[config.mk]
export PLATFORM = sky130hd
export DESIGN_NAME = vdp1_cmd_fetch
export DESIGN_NICKNAME = d
export VERILOG_FILES = /design/src/rtl/vdp1_cmd_fetch.sv
export SDC_FILE = /design/constraint.sdc
export NUM_CORES = 1
export LEC_CHECK = 0
export ABC_AREA = 1
export BUFFER_PORTS_ARGS = -buffer_cell sky130_fd_sc_hd__buf_2
export CORE_ASPECT_RATIO = 0.5
export CORE_UTILIZATION = 49
export CTS_BUF_LIST = sky130_fd_sc_hd__clkbuf_8
export DETAILED_ROUTE_END_ITERATION = 8
export PLACE_DENSITY = 0.88
export SLEW_MARGIN = 5
export SYNTH_ARGS = -nofsm -noshare
export SYNTH_HDL_FRONTEND = slang
export SYNTH_SLANG_ARGS = --single-unit
[constraint.sdc]
create_clock -name clk -period 7.9 [get_ports clk]
set_input_delay 0 -clock clk [delete_from_list [all_inputs] [get_ports clk]]
set_output_delay 0 -clock clk [all_outputs]
set_load 0.03 [all_outputs]
[src/rtl/vdp1_cmd_fetch.sv]
`default_nettype none
// ----------------------------------------------------------------------------
// vdp1_cmd_fetch: walks the VDP1 command list and hands tables to the draw
// engine. Optional VDP1_CMD_LOOP_GUARD_EN caps tables per frame. Rev 1.0
// ----------------------------------------------------------------------------
module vdp1_cmd_fetch #(
  parameter int MAX_CMDS = 16384
) (
  input  logic         clk,
  input  logic         rst,
  input  logic         start,
  output logic [17:0]  vram_a,
  output logic         vram_rd,
  input  logic         vram_rdy,
  input  logic [15:0]  vram_d,
  output logic         cmd_valid,
  input  logic         cmd_ready,
  output logic [255:0] cmd_tbl,
  output logic [15:0]  copr,
  output logic [15:0]  lopr,
  output logic         cef,
  output logic         busy
);

  typedef enum logic [2:0] {
    S_IDLE    = 3'd0,
    S_FETCH   = 3'd1,
    S_PRESENT = 3'd2,
    S_NEXT    = 3'd3,
    S_DONE    = 3'd4
  } state_t;

  localparam logic [15:0] c_mask_ctrl = 16'hFF3F;
  localparam logic [15:0] c_mask_link = 16'hFFFC;
  localparam logic [15:0] c_mask_pmod = 16'h9FFF;
  localparam logic [15:0] c_mask_size = 16'h3FFF;

  state_t      r_state, w_state_nxt;
  logic [17:0] r_tp, r_ret;
  logic        r_ret_vld;
  logic [3:0]  r_widx;
  logic [15:0] r_word [0:14];
  logic        r_rd, r_cef, r_busy;
  logic [15:0] r_lopr;

  logic        w_cap, w_end, w_skip_done, w_tbl_done, w_xfer, w_retire, w_guard_hit;
  logic [15:0] w_mask, w_din;
  logic [17:0] w_tp_seq, w_tp_next;

  assign w_cap       = (r_state == S_FETCH) && r_rd && vram_rdy;
  assign w_din       = vram_d & w_mask;
  assign w_end       = w_cap && (r_widx == 4'd0) && w_din[15];
  assign w_skip_done = w_cap && (r_widx == 4'd1) && r_word[0][14];
  assign w_tbl_done  = w_cap && (r_widx == 4'd14);
  assign w_xfer      = (r_state == S_PRESENT) && cmd_ready;
  assign w_retire    = w_skip_done || w_xfer;
  assign w_tp_seq    = r_tp + 18'd16;

  always_comb begin
    w_mask = 16'hFFFF;
    case (r_widx)
      4'd0:    w_mask = c_mask_ctrl;
      4'd1:    w_mask = c_mask_link;
      4'd2:    w_mask = c_mask_pmod;
      4'd5:    w_mask = c_mask_size;
      default: w_mask = 16'hFFFF;
    endcase
  end

  always_comb begin
    w_tp_next = w_tp_seq;
    case (r_word[0][13:12])
      2'b01:   w_tp_next = {r_word[1], 2'b00};
      2'b10:   w_tp_next = {r_word[1], 2'b00};
      2'b11:   w_tp_next = r_ret_vld ? r_ret : w_tp_seq;
      default: w_tp_next = w_tp_seq;
    endcase
  end

`ifdef VDP1_CMD_LOOP_GUARD_EN
  localparam int c_cnt_w = $clog2(MAX_CMDS + 1);
  logic [c_cnt_w-1:0] r_cmd_cnt;

  // Every word-0 fetch counts, so a cyclic list of skip tables is caught too.
  always_ff @(posedge clk or posedge rst) begin
    if (rst) begin
      r_cmd_cnt <= '0;
    end else if (start) begin
      r_cmd_cnt <= '0;
    end else if (w_cap && (r_widx == 4'd0) && !w_guard_hit) begin
      r_cmd_cnt <= r_cmd_cnt + 1'b1;
    end
  end

  assign w_guard_hit = (r_cmd_cnt >= c_cnt_w'(MAX_CMDS));
`else
  assign w_guard_hit = 1'b0;
`endif

  always_ff @(posedge clk or posedge rst) begin
    if (rst) r_state <= S_IDLE;
    else     r_state <= w_state_nxt;
  end

  always_comb begin
    w_state_nxt = r_state;
    if (start) begin
      w_state_nxt = S_FETCH;
    end else begin
      case (r_state)
        S_FETCH: begin
          if (w_end || (w_retire && w_guard_hit)) w_state_nxt = S_DONE;
          else if (w_skip_done)                   w_state_nxt = S_NEXT;
          else if (w_tbl_done)                    w_state_nxt = S_PRESENT;
        end
        S_PRESENT: if (w_xfer) w_state_nxt = w_guard_hit ? S_DONE : S_NEXT;
        S_NEXT:    w_state_nxt = S_FETCH;
        default:   w_state_nxt = r_state;
      endcase
    end
  end

  // A start always enters FETCH with the read request low for one cycle, which
  // also abandons any read that was in flight.
  always_ff @(posedge clk or posedge rst) begin
    if (rst) begin
      r_tp      <= '0;
      r_ret     <= '0;
      r_ret_vld <= 1'b0;
      r_widx    <= '0;
      r_rd      <= 1'b0;
      r_cef     <= 1'b0;
      r_busy    <= 1'b0;
      r_lopr    <= '0;
      for (int i = 0; i < 15; i++) r_word[i] <= '0;
    end else if (start) begin
      r_tp      <= '0;
      r_widx    <= '0;
      r_rd      <= 1'b0;
      r_cef     <= 1'b0;
      r_busy    <= 1'b1;
      r_ret_vld <= 1'b0;
    end else begin
      case (r_state)
        S_FETCH: begin
          if (!r_rd) begin
            r_rd <= 1'b1;
          end else if (w_cap) begin
            r_word[r_widx] <= w_din;
            if (w_end) begin
              r_rd   <= 1'b0;
              r_cef  <= 1'b1;
              r_busy <= 1'b0;
            end else if (w_skip_done) begin
              r_rd   <= 1'b0;
              r_lopr <= copr;
              if (w_guard_hit) begin
                r_cef  <= 1'b1;
                r_busy <= 1'b0;
              end
            end else if (w_tbl_done) begin
              r_rd <= 1'b0;
            end else begin
              r_widx <= r_widx + 4'd1;
            end
          end
        end
        S_PRESENT: begin
          if (w_xfer) begin
            r_lopr <= copr;
            if (w_guard_hit) begin
              r_cef  <= 1'b1;
              r_busy <= 1'b0;
            end
          end
        end
        S_NEXT: begin
          r_tp   <= w_tp_next;
          r_widx <= '0;
          r_rd   <= 1'b1;
          if (r_word[0][13:12] == 2'b10) begin
            r_ret     <= w_tp_seq;
            r_ret_vld <= 1'b1;
          end else if (r_word[0][13:12] == 2'b11) begin
            r_ret_vld <= 1'b0;
          end
        end
        default: ;
      endcase
    end
  end

  always_comb begin
    cmd_tbl = '0;
    for (int i = 0; i < 15; i++) cmd_tbl[255 - 16*i -: 16] = r_word[i];
  end

  assign vram_a    = r_tp + {14'd0, r_widx};
  assign vram_rd   = r_rd;
  assign cmd_valid = (r_state == S_PRESENT);
  assign copr      = r_tp[17:2];
  assign lopr      = r_lopr;
  assign cef       = r_cef;
  assign busy      = r_busy;

endmodule
`default_nettype wire
==> results of run 1 <==
## flip-flops by register name, summed over array words and instances, names as in the netlist
| name | cells |
|---|---|
| cef | 1 |
| r_ret_vld | 1 |
| r_ret | 18 |
| r_tp | 18 |
| r_widx | 4 |
| busy | 1 |
| cmd_tbl | 240 |
| r_state | 3 |
| lopr | 16 |
| vram_rd | 1 |
## metal layers
layer  wire (microns)  up-vias  global-route usage
met5                0        -                   0
met4             1030        0              0.0998
met3             2620       79              0.0644
met2            17000      415               0.441
met1            15500     5121               0.387
li1                 -     4843                   -
## how the worst max path moves through the flow
stage | start | endpoint | slack [ns]
2_1_floorplan | rst | busy$_DFFE_PP0P_ | 3.87
3_3_place_gp | r_widx[1]$_DFFE_PP0P_ | lopr[8]$_DFFE_PP0P_ | 5.31
3_5_place_dp | r_widx[1]$_DFFE_PP0P_ | lopr[9]$_DFFE_PP0P_ | 5.17
4_1_cts | r_widx[2]$_DFFE_PP0P_ | vram_a[9] | 4.98
5_1_grt | r_widx[2]$_DFFE_PP0P_ | vram_a[9] | 4.76
6_report | r_widx[2]$_DFFE_PP0P_ | vram_a[7] | 4.97
## report_power, final
part | leakage [nW] | internal, mW | total (mW) | switching, mW
Sequential | 4.17 | 1.72 | 1.87 | 0.143
Combinational | 3.51 | 0.277 | 1.12 | 0.844
Clock | 0.472 | 0.559 | 1.15 | 0.594
Total | 8.14 | 2.56 | 4.14 | 1.58
## worst max-delay path, delay by kind of cell (launching register included)
family          cells  cell delay, ns
compound gates      3            0.95
fa+ha+maj           1            0.35
simple gates        1            0.09
flops               1            0.55
buf+inv             2            0.40
## through the flow
stage          utilization  power [mW]  cells  area, sq um  worst slack, ns
6_report             0.606        4.14   1976        14800             4.97
5_1_grt              0.606        4.34   1976        14800             4.76
4_1_cts              0.606        4.15   1976        14800             4.98
3_5_place_dp         0.571        3.00   1895        14000             5.17
3_3_place_gp         0.571        2.98   1895        14000             5.31
2_1_floorplan            -        2.64   1347        12500             3.87
## logic make-up after synthesis
family | Yosys count
fa+ha+maj | 13
buf+inv | 189
compound gates | 325
flops | 303
other cells | 1
simple gates | 484
xor+xnor | 17
## timing repair
action / in CTS / in global routing
endpoints found under the hold margin: 26 / 0
setup buffers: 0 / 0
hold buffers: 8 / 0
## layout make-up
class                   count  area share
well taps                 336      0.0283
clock inverters            28     0.00996
flip-flops and latches    303       0.511
inverters                  83      0.0214
repair buffers            326       0.113
clock buffers              45      0.0418
multi-input cells         855       0.274
## placed cells by master (no fill, tap or decap), types with 8 or more instances in the layout
| master | synthesis | routed |
|---|---|---|
| buf_2 | 21 | 314 |
| nand4_1 | 11 | 11 |
| o21ai_0 | 229 | 229 |
| conb_1 | 1 | 16 |
| inv_1 | 79 | 100 |
| clkbuf_8 | 0 | 45 |
| nor2_1 | 38 | 38 |
| dlygate4sd3_1 | 0 | 8 |
| a21oi_1 | 8 | 8 |
| nand3_1 | 42 | 42 |
| xor2_1 | 17 | 17 |
| o21ai_1 | 65 | 65 |
| ha_1 | 12 | 12 |
| nand2_1 | 375 | 375 |
| dfrtp_1 | 303 | 303 |
==> reports/summary.txt, run 1 <==
status -> completed
Worst-Margin Slew -> 1.13 ns
fillcell total -> 2,084
maximum vdd drop -> 0.000167 V
xor and xnor area share after synthesis -> 0.0119
drt via density -> 5.29
WL per Instance -> 18.3 microns
Post-synth EDFFs -> 0
max frequency -> 341 MHz
Die Area -> 0.0261 sq mm
Crit Path Category -> register to output pin
# nets final -> 1,644
async set-reset flop share out of synthesis -> 1.00
hpwl dp -> 24,600 microns
Main synth FF type -> dfrtp_1
Post-Synth Adder-Cell Area -> 0.0137
H-tree depth -> 2
clock sinks -> 303
total CTS buffers -> 41
wirelength, routed -> 36,100 microns
ANT cells -> 0
max cap viols -> 0
WHS Endpoint -> cmd_tbl[249]$_DFFE_PP0P_
initial DRC count -> 1,084
Core Area -> 0.0245 sq mm
CTS tree -> built
sequential share of the synthesized area -> 0.608
Finish-stage setup viols -> 0
register area -> 0.00758 sq mm
fin crit share -> 0.371
Die Wd -> 228 microns
CP max FO -> 8
Mapped Cells -> 1,332
footprint of the multi-input gates -> 0.00406 sq mm
Worst Reg-to-Reg Cells -> 10
vias in the first global route -> 9,682
IO buf count -> 314
mapped cell area -> 0.0125 sq mm
Syn. warnings -> 0
vias -> 10,500
GR Util All Layers -> 0.281
ANT nets after route -> 0
synth cell count leaders -> 375 x nand2_1, 303 x dfrtp_1, 229 x o21ai_0, 79 x inv_1, 65 x o21ai_1
DRC violations left -> 0
Fin Setup TNS -> 0 ns
endpoint type of the worst setup path -> output pin
initial core utilization -> 0.509
Die Y -> 115 microns
Cell Chain, Critical Path -> ha_1, a21oi_1, nand2_1, a21oi_1, inv_1, a21oi_1, buf_2
Synth Area in Simple Gates -> 0.159
Final Hold Slack -> 0.0821 ns
area growth from synthesis to layout -> 19.0%
Synth area leaders -> dfrtp_1 61%, nand2_1 11%, o21ai_0 9.2%, o21ai_1 2.6%, inv_1 2.4%
hold crit path type -> primary input to register
Final Skew -> 0.0182 ns
RSZ-0062 raised after global routing -> false
cell mode on critical path -> a21oi_1
most frequent cell after synthesis -> nand2_1
routability cong. -> 0.926
post-synthesis mux area share -> 0
R2R Setup Slk -> 5.14 ns
clock-pin slew on the worst setup and hold paths -> 0.07 ns
RR Startpoint -> r_widx[1]$_DFFE_PP0P_
Syn Area/Cell -> 9.36 sq um
CTS resizes -> 0
io pins -> 331
CTS root buffer -> clkbuf_8
share of cells above drive strength 1 -> 0.238
row count -> 40
Static Leakage -> 8.14 nW
Worst slew margin -> 0.244
largest family of logic cells by synthesized area -> simple AND/OR/NAND/NOR gates
pwr/cell area -> 279 mW/mm^2
Yosys top cell area share -> 0.608
initial antenna violation count -> 0
reg-to-reg endpoint -> r_state[0]$_DFFE_PP0P_
Crit path largest cell delay -> 0.60 ns
Worst EP arrival -> 2.93 ns
worst skew pair latency -> 0.58 ns
first-pass GRT wire length -> 55,700 microns
min-delay src -> vram_d[9]
Max Slew Vio Count -> 0
Hold Fails Final Rpt -> 0
worst endpoint required time -> 7.90 ns
post-synth top area cell -> dfrtp_1
Hold Path Depth -> 3
Clock Path Buffers -> 3
Slowest-stage cell, CP -> a21oi_1
Pre-Repair DR Iteration Count -> 6
Cell variety after synth -> 38
largest net degree at the start of global routing -> 77
total grt overflow -> 0
Critical Path Source Type -> register
Yosys reg bits -> 303
Final min period -> 2.93 ns
Compound-Gate Fraction of Synth Area -> 0.136
(Power assumes the default switching activity.)
==> run 2: changes to the inputs <==
==> constraint.sdc (replaced) <==
create_clock -name clk -period 2.44 [get_ports clk]
set_input_delay 0 -clock clk [delete_from_list [all_inputs] [get_ports clk]]
set_output_delay 0 -clock clk [all_outputs]
set_load 0.03 [all_outputs]
==> run 2 against run 1 <==
Compared with the run above:
- first-iteration DRC count up 1.8%
- die area did not move
- combinational power grew to 3.4 times the previous value
- sequential cell count unchanged
- worst setup slack lost 4.9 ns
- largest power group unchanged
==> reports/summary.txt, run 2 (synthesized netlist as in run 1, its figures left out) <==
Final min period -> 2.37 ns
CP delay by family, top -> adder cells (was compound AO/OA/AOI/OAI gates)
WP buf/inv -> 2 (unchanged)
io pins -> 331 (unchanged)
Die Area -> 0.0261 sq mm (unchanged)
initial core utilization -> 0.509 (unchanged)
Crit Path Category -> register to output pin (unchanged)
Pre-Repair DR Iteration Count -> 5 (was 6)
Worst EP arrival -> 2.37 ns (was 2.93 ns)
area growth from synthesis to layout -> 21.9% (was 19.0%)
initial DRC count -> 1,104 (was 1,084)
drt via density -> 5.32 (was 5.29)
Crit path largest cell delay -> 0.45 ns (was 0.60 ns)
DRC violations left -> 0 (unchanged)
CTS root buffer -> clkbuf_8 (unchanged)
max frequency -> 422 MHz
post-layout worst setup margin -> 0.0702 ns (was 4.97 ns)
Die Y -> 115 microns (unchanged)
ANT cells -> 0 (unchanged)
wirelength, routed -> 37,300 microns (was 36,100 microns)
register area -> 0.00759 sq mm (was 0.00758 sq mm)
initial antenna violation count -> 0 (unchanged)
worst endpoint required time -> 2.44 ns (was 7.90 ns)
Setup WS pre-CTS -> 0.296 ns (was 5.17 ns)
Clock Path Buffers -> 3 (unchanged)
IO buf count -> 314 (unchanged)
fin crit share -> 0.971
Largest register FFs -> 240 (unchanged)
clock-pin slew on the worst setup and hold paths -> 0.07 ns (about the same)
Tot Pwr -> 13.8 mW (was 4.14 mW)
H-tree depth -> 2 (unchanged)
ANT nets after route -> 0 (unchanged)
Finish-stage setup viols -> 0 (unchanged)
most common cell after layout, fill and taps aside -> nand2_1 (unchanged)
Die Wd -> 228 microns (unchanged)
Hold Fails Final Rpt -> 0 (unchanged)
Final Non-Filler Cells -> 2,000 (was 1,976)
share of cells above drive strength 1 -> 0.258 (was 0.238)
largest net degree at the start of global routing -> 140 (was 77)
pwr/cell area -> 906 mW/mm^2 (was 279 mW/mm^2)
hold crit path type -> primary input to register (unchanged)
vias -> 10,600 (was 10,500)
Fin Setup TNS -> 0 ns (unchanged)
row count -> 40 (unchanged)
Slowest-stage cell, CP -> dfrtp_2 (was a21oi_1)
Core Area -> 0.0245 sq mm (unchanged)
GR Util All Layers -> 0.283 (was 0.281)
endpoint type of the worst setup path -> output pin (unchanged)
vias in the first global route -> 10,100 (was 9,682)
routability cong. -> 0.896 (was 0.926)
worst skew pair latency -> 0.56 ns (was 0.58 ns)
most frequent cells in the layout -> 375 x nand2_1, 311 x buf_2, 297 x dfrtp_1 (was 375 x nand2_1, 314 x buf_2, 303 x dfrtp_1)
status -> completed (unchanged)
total grt overflow -> 0 (unchanged)
CP max FO -> 6 (was 8)
Worst slew margin -> 0.381 (was 0.244)
Critical Path Source Type -> register (unchanged)
total CTS buffers -> 42 (was 41)
Final Skew -> 0.0132 ns (was 0.0182 ns)
clock sinks -> 303 (unchanged)
CTS tree -> built (unchanged)
Final Hold Slack -> 0.112 ns (was 0.0821 ns)
Worst-Margin Slew -> 0.927 ns (was 1.13 ns)
WL per Instance -> 18.6 microns (was 18.3 microns)
Max Slew Vio Count -> 0 (unchanged)
footprint of the multi-input gates -> 0.00409 sq mm (was 0.00406 sq mm)
fillcell total -> 1,976 (was 2,084)
Static Leakage -> 8.26 nW (was 8.14 nW)
max cap viols -> 0 (unchanged)
Cell Chain, Critical Path -> ha_2, fa_2, nand3_1, and2_4, inv_1, nand2_1, xor2_1, buf_4 (was ha_1, a21oi_1, nand2_1, a21oi_1, inv_1, a21oi_1, buf_2)
post-placement cell count -> 1,917 (was 1,895)
first-pass GRT wire length -> 56,200 microns (was 55,700 microns)
# nets final -> 1,674 (was 1,644)
hpwl dp -> 25,000 microns (was 24,600 microns)
maximum vdd drop -> 0.000542 V (was 0.000167 V)
[run 2: through the flow]
stage | cell area, sq um | utilization
final | 15200 | 0.621
after global placement | 14200 | 0.580
after floorplan | 12500 | -
after CTS | 15200 | 0.620
after global routing | 15200 | 0.621
after detailed placement | 14200 | 0.580
[run 2: worst register-to-register path, cell delays in order (launching register included)]
cell      delay (ns)
dfrtp_1         0.43
ha_1            0.24
inv_1           0.07
o21ai_1         0.60
inv_1           0.31
o211ai_1        0.25
nand2_1         0.08
o21ai_0         0.09
[run 2: final cells by class]
| cell class | count | area share |
|---|---|---|
| Tap cell | 336 | 0.0277 |
| Clock inverter | 20 | 0.00947 |
| Timing Repair Buffer | 355 | 0.130 |
| Clock buffer | 48 | 0.0435 |
| Inverter | 83 | 0.0209 |
| Multi-Input combinational cell | 855 | 0.269 |
| Sequential cell | 303 | 0.500 |
[run 2: per-layer routing]
metal | up-vias | GRT usage | routed length (microns)
li1 | 4890 | - | -
met3 | 83 | 0.0588 | 2920
met5 | - | 0 | 0
met1 | 5158 | 0.383 | 15500
met4 | 0 | 0.104 | 1070
met2 | 512 | 0.456 | 17800
[run 2: report_power, final]
| group | switching (mW) | internal, mW |
|---|---|---|
| clock | 1.92 | 2.00 |
| sequential | 0.484 | 5.58 |
| combinational | 2.78 | 0.991 |
[run 2: path summary, 6_finish.rpt]
kind                                          start                  endpoint  slack [ns]  depth (start not counted)
min in group asynchronous                       rst  cmd_tbl[170]$_DFFE_PP0P_        0.56                          4
max reg2reg                cmd_tbl[253]$_DFFE_PP0P_       r_tp[7]$_DFFE_PP0P_        0.29                          7
min                                       vram_d[9]  cmd_tbl[249]$_DFFE_PP0P_        0.11                          3
max in group asynchronous                       rst       r_tp[4]$_DFFE_PP0P_        0.82                          5
min reg2reg                cmd_tbl[175]$_DFFE_PP0P_  cmd_tbl[175]$_DFFE_PP0P_        0.47                          2
max                           r_widx[0]$_DFFE_PP0P_                vram_a[12]        0.07                          8
[run 2: repair_timing]
action	4_1_cts	5_1_grt
endpoints found under the hold margin	360	0
gates resized for setup	8	8
endpoints found under the setup margin	11	8
hold buffers	14	0
buffers inserted	1	0
==> run 3: changes to the inputs <==
--- a/config.mk
+++ b/config.mk
@@ -12,6 +12,7 @@
 export CTS_BUF_LIST = sky130_fd_sc_hd__clkbuf_8
 export DETAILED_ROUTE_END_ITERATION = 8
 export PLACE_DENSITY = 0.88
+export SETUP_SLACK_MARGIN = 0.15
 export SLEW_MARGIN = 5
 export SYNTH_ARGS = -nofsm -noshare
 export SYNTH_HDL_FRONTEND = slang
==> run 3 against run 2 <==
Compared with the run above:
- combinational power is 3% higher
- sequential share of layout area decreased by 0.55 points
- clock-buffer cell count unchanged
- global-route usage grew 0.19 points
- first-iteration DRC count up 2.4%
- die area is the same
- highest routed layer unchanged
- critical endpoint unchanged
==> reports/summary.txt, run 3 (synthesized netlist as in run 1, its figures left out) <==
DRC violations left -> 0 (unchanged)
Final min period -> 2.31 ns (was 2.37 ns)
vias in the first global route -> 10,200 (was 10,100)
clock-pin slew on the worst setup and hold paths -> 0.06 ns (was 0.07 ns)
area growth from synthesis to layout -> 23.3% (was 21.9%)
Worst-Margin Slew -> 0.862 ns (was 0.927 ns)
M2 GR Usage -> 0.460 (was 0.456)
Critical Path Source Type -> register (unchanged)
WHS Endpoint -> cmd_tbl[249]$_DFFE_PP0P_ (unchanged)
H-tree depth -> 2 (unchanged)
endpoint type of the worst setup path -> output pin (unchanged)
wirelength, routed -> 37,600 microns (was 37,300 microns)
row count -> 40 (unchanged)
min-delay src -> vram_d[9] (unchanged)
Worst Reg-to-Reg Cells -> 9 (was 7)
Static Leakage -> 8.32 nW (was 8.26 nW)
Setup WS pre-CTS -> 0.296 ns (unchanged)
IO buf count -> 314 (unchanged)
max frequency -> 433 MHz (was 422 MHz)
CP delay by family, top -> adder cells (unchanged)
met3 global-route usage -> 0.0588 (unchanged)
Final Skew -> 0.0155 ns (was 0.0132 ns)
clock sinks -> 303 (unchanged)
first-pass GRT wire length -> 56,600 microns (was 56,200 microns)
RR Startpoint -> r_widx[1]$_DFFE_PP0P_ (was cmd_tbl[253]$_DFFE_PP0P_)
io pins -> 331 (unchanged)
most frequent cells in the layout -> 375 x nand2_1, 303 x buf_2, 296 x dfrtp_1 (was 375 x nand2_1, 311 x buf_2, 297 x dfrtp_1)
Hold Fails Final Rpt -> 0 (unchanged)
max cap viols -> 0 (unchanged)
CTS root buffer -> clkbuf_8 (unchanged)
Die Wd -> 228 microns (unchanged)
Slowest-stage cell, CP -> dfrtp_2 (unchanged)
WP buf/inv -> 2 (unchanged)
# nets final -> 1,687 (was 1,674)
total grt overflow -> 0 (unchanged)
Clock Path Buffers -> 3 (unchanged)
initial core utilization -> 0.509 (unchanged)
GR Util All Layers -> 0.285 (was 0.283)
Die Y -> 115 microns (unchanged)
RSZ-0062 raised after global routing -> true
initial antenna violation count -> 0 (unchanged)
Crit Path Category -> register to output pin (unchanged)
hold crit path type -> primary input to register (unchanged)
Worst slew margin -> 0.425 (was 0.381)
hpwl dp -> 25,000 microns (unchanged)
R2R Setup Slk -> 0.27 ns (was 0.29 ns)
met1 Use GR -> 0.384 (was 0.383)
total CTS buffers -> 42 (unchanged)
Finish-stage setup viols -> 0 (unchanged)
WL per Instance -> 18.7 microns (was 18.6 microns)
pwr/cell area -> 902 mW/mm^2 (was 906 mW/mm^2)
Crit path largest cell delay -> 0.40 ns (was 0.45 ns)
Fin Setup TNS -> 0 ns (unchanged)
post-placement cell count -> 1,917 (unchanged)
routability cong. -> 0.896 (unchanged)
drt via density -> 5.33 (was 5.32)
Final Util -> 0.628 (was 0.621)
Largest register FFs -> 240 (unchanged)
post-layout worst setup margin -> 0.132 ns (was 0.0702 ns)
largest net degree at the start of global routing -> 140 (unchanged)
ANT nets after route -> 0 (unchanged)
Pre-Repair DR Iteration Count -> 5 (unchanged)
CP max FO -> 6 (unchanged)
Worst EP arrival -> 2.31 ns (was 2.37 ns)
share of cells above drive strength 1 -> 0.271 (was 0.258)
worst skew pair latency -> 0.57 ns (was 0.56 ns)
Hold Path Depth -> 3 (unchanged)
most common cell after layout, fill and taps aside -> nand2_1 (unchanged)
fin crit share -> 0.946 (was 0.971)
Final Non-Filler Cells -> 2,013 (was 2,000)
Cell Chain, Critical Path -> ha_2, fa_2, nand3_1, and2_4, inv_1, nand2_1, xor2_1, buf_4 (unchanged)
worst endpoint required time -> 2.44 ns (about the same)
initial DRC count -> 1,130 (was 1,104)
ANT cells -> 0 (unchanged)
GRT busiest layer -> met2 (unchanged)
fillcell total -> 1,956 (was 1,976)
maximum vdd drop -> 0.000542 V (about the same)
status -> completed (unchanged)
reg-to-reg endpoint -> cmd_tbl[182]$_DFFE_PP0P_ (was r_tp[7]$_DFFE_PP0P_)
Max Slew Vio Count -> 0 (unchanged)
vias -> 10,700 (was 10,600)
Core Area -> 0.0245 sq mm (unchanged)
CTS tree -> built (unchanged)
Die Area -> 0.0261 sq mm (unchanged)
[run 3: metrics by stage]
| stage | hold slack, ns | power (mW) | instance area, sq um |
|---|---|---|---|
| floorplan | 0.121 | 8.55 | 12500 |
| global placement | -0.0136 | 9.73 | 14200 |
| detailed placement | -0.0115 | 9.82 | 14200 |
| CTS | 0.0803 | 13.8 | 15200 |
| global route | 0.131 | 14.5 | 15400 |
| finish | 0.113 | 13.9 | 15400 |
[run 3: worst min-delay path, stage by stage]
cell and delay, ns:
buf_2 0.07, inv_1 0.32, o21ai_2 0.25
[run 3: routing by layer]
metal	part of all wire	wire length, microns
met5	0	0
met4	0.027	1030
met3	0.076	2840
met2	0.48	18100
met1	0.42	15600
[run 3: timing repair]
| action | in CTS | in global routing |
|---|---|---|
| gates resized for setup | 21 | 23 |
| gates cloned | 0 | 1 |
| setup buffers | 7 | 6 |
| pin swaps | 1 | 1 |
| hold buffers | 14 | 0 |
| hold endpoints to repair | 360 | 0 |
| endpoints found under the setup margin | 14 | 43 |
[run 3: layout make-up]
class / instances / area [sq um] / share of cell area
clock inverter: 20 / 144 / 0.00936
timing repair inverter: 1 / 7.51 / 0.000489
clock buffer: 48 / 661 / 0.0430
inverter: 83 / 322 / 0.0209
timing repair buffer: 367 / 2110 / 0.137
tap: 336 / 420 / 0.0274
sequential: 303 / 7590 / 0.494
multi-input combinational: 855 / 4110 / 0.267
[run 3: how the worst max path moves through the flow]
stage,cells after the start,start,slack [ns],to
after floorplan,1,rst,-1.59,busy$_DFFE_PP0P_
after global placement,7,cmd_tbl[253]$_DFFE_PP0P_,0.41,r_tp[9]$_DFFE_PP0P_
after detailed placement,7,cmd_tbl[253]$_DFFE_PP0P_,0.30,r_tp[7]$_DFFE_PP0P_
after CTS,8,r_tp[0]$_DFFE_PP0P_,0.13,vram_a[12]
after global routing,8,r_widx[0]$_DFFE_PP0P_,0.06,vram_a[12]
final,8,r_widx[0]$_DFFE_PP0P_,0.13,vram_a[12]
[run 3: where the power goes]
group / internal, mW / total, mW / switching (mW)
registers: 5.58 / 6.04 / 0.460
clock network: 2.00 / 3.92 / 1.92
logic: 1.06 / 3.89 / 2.83
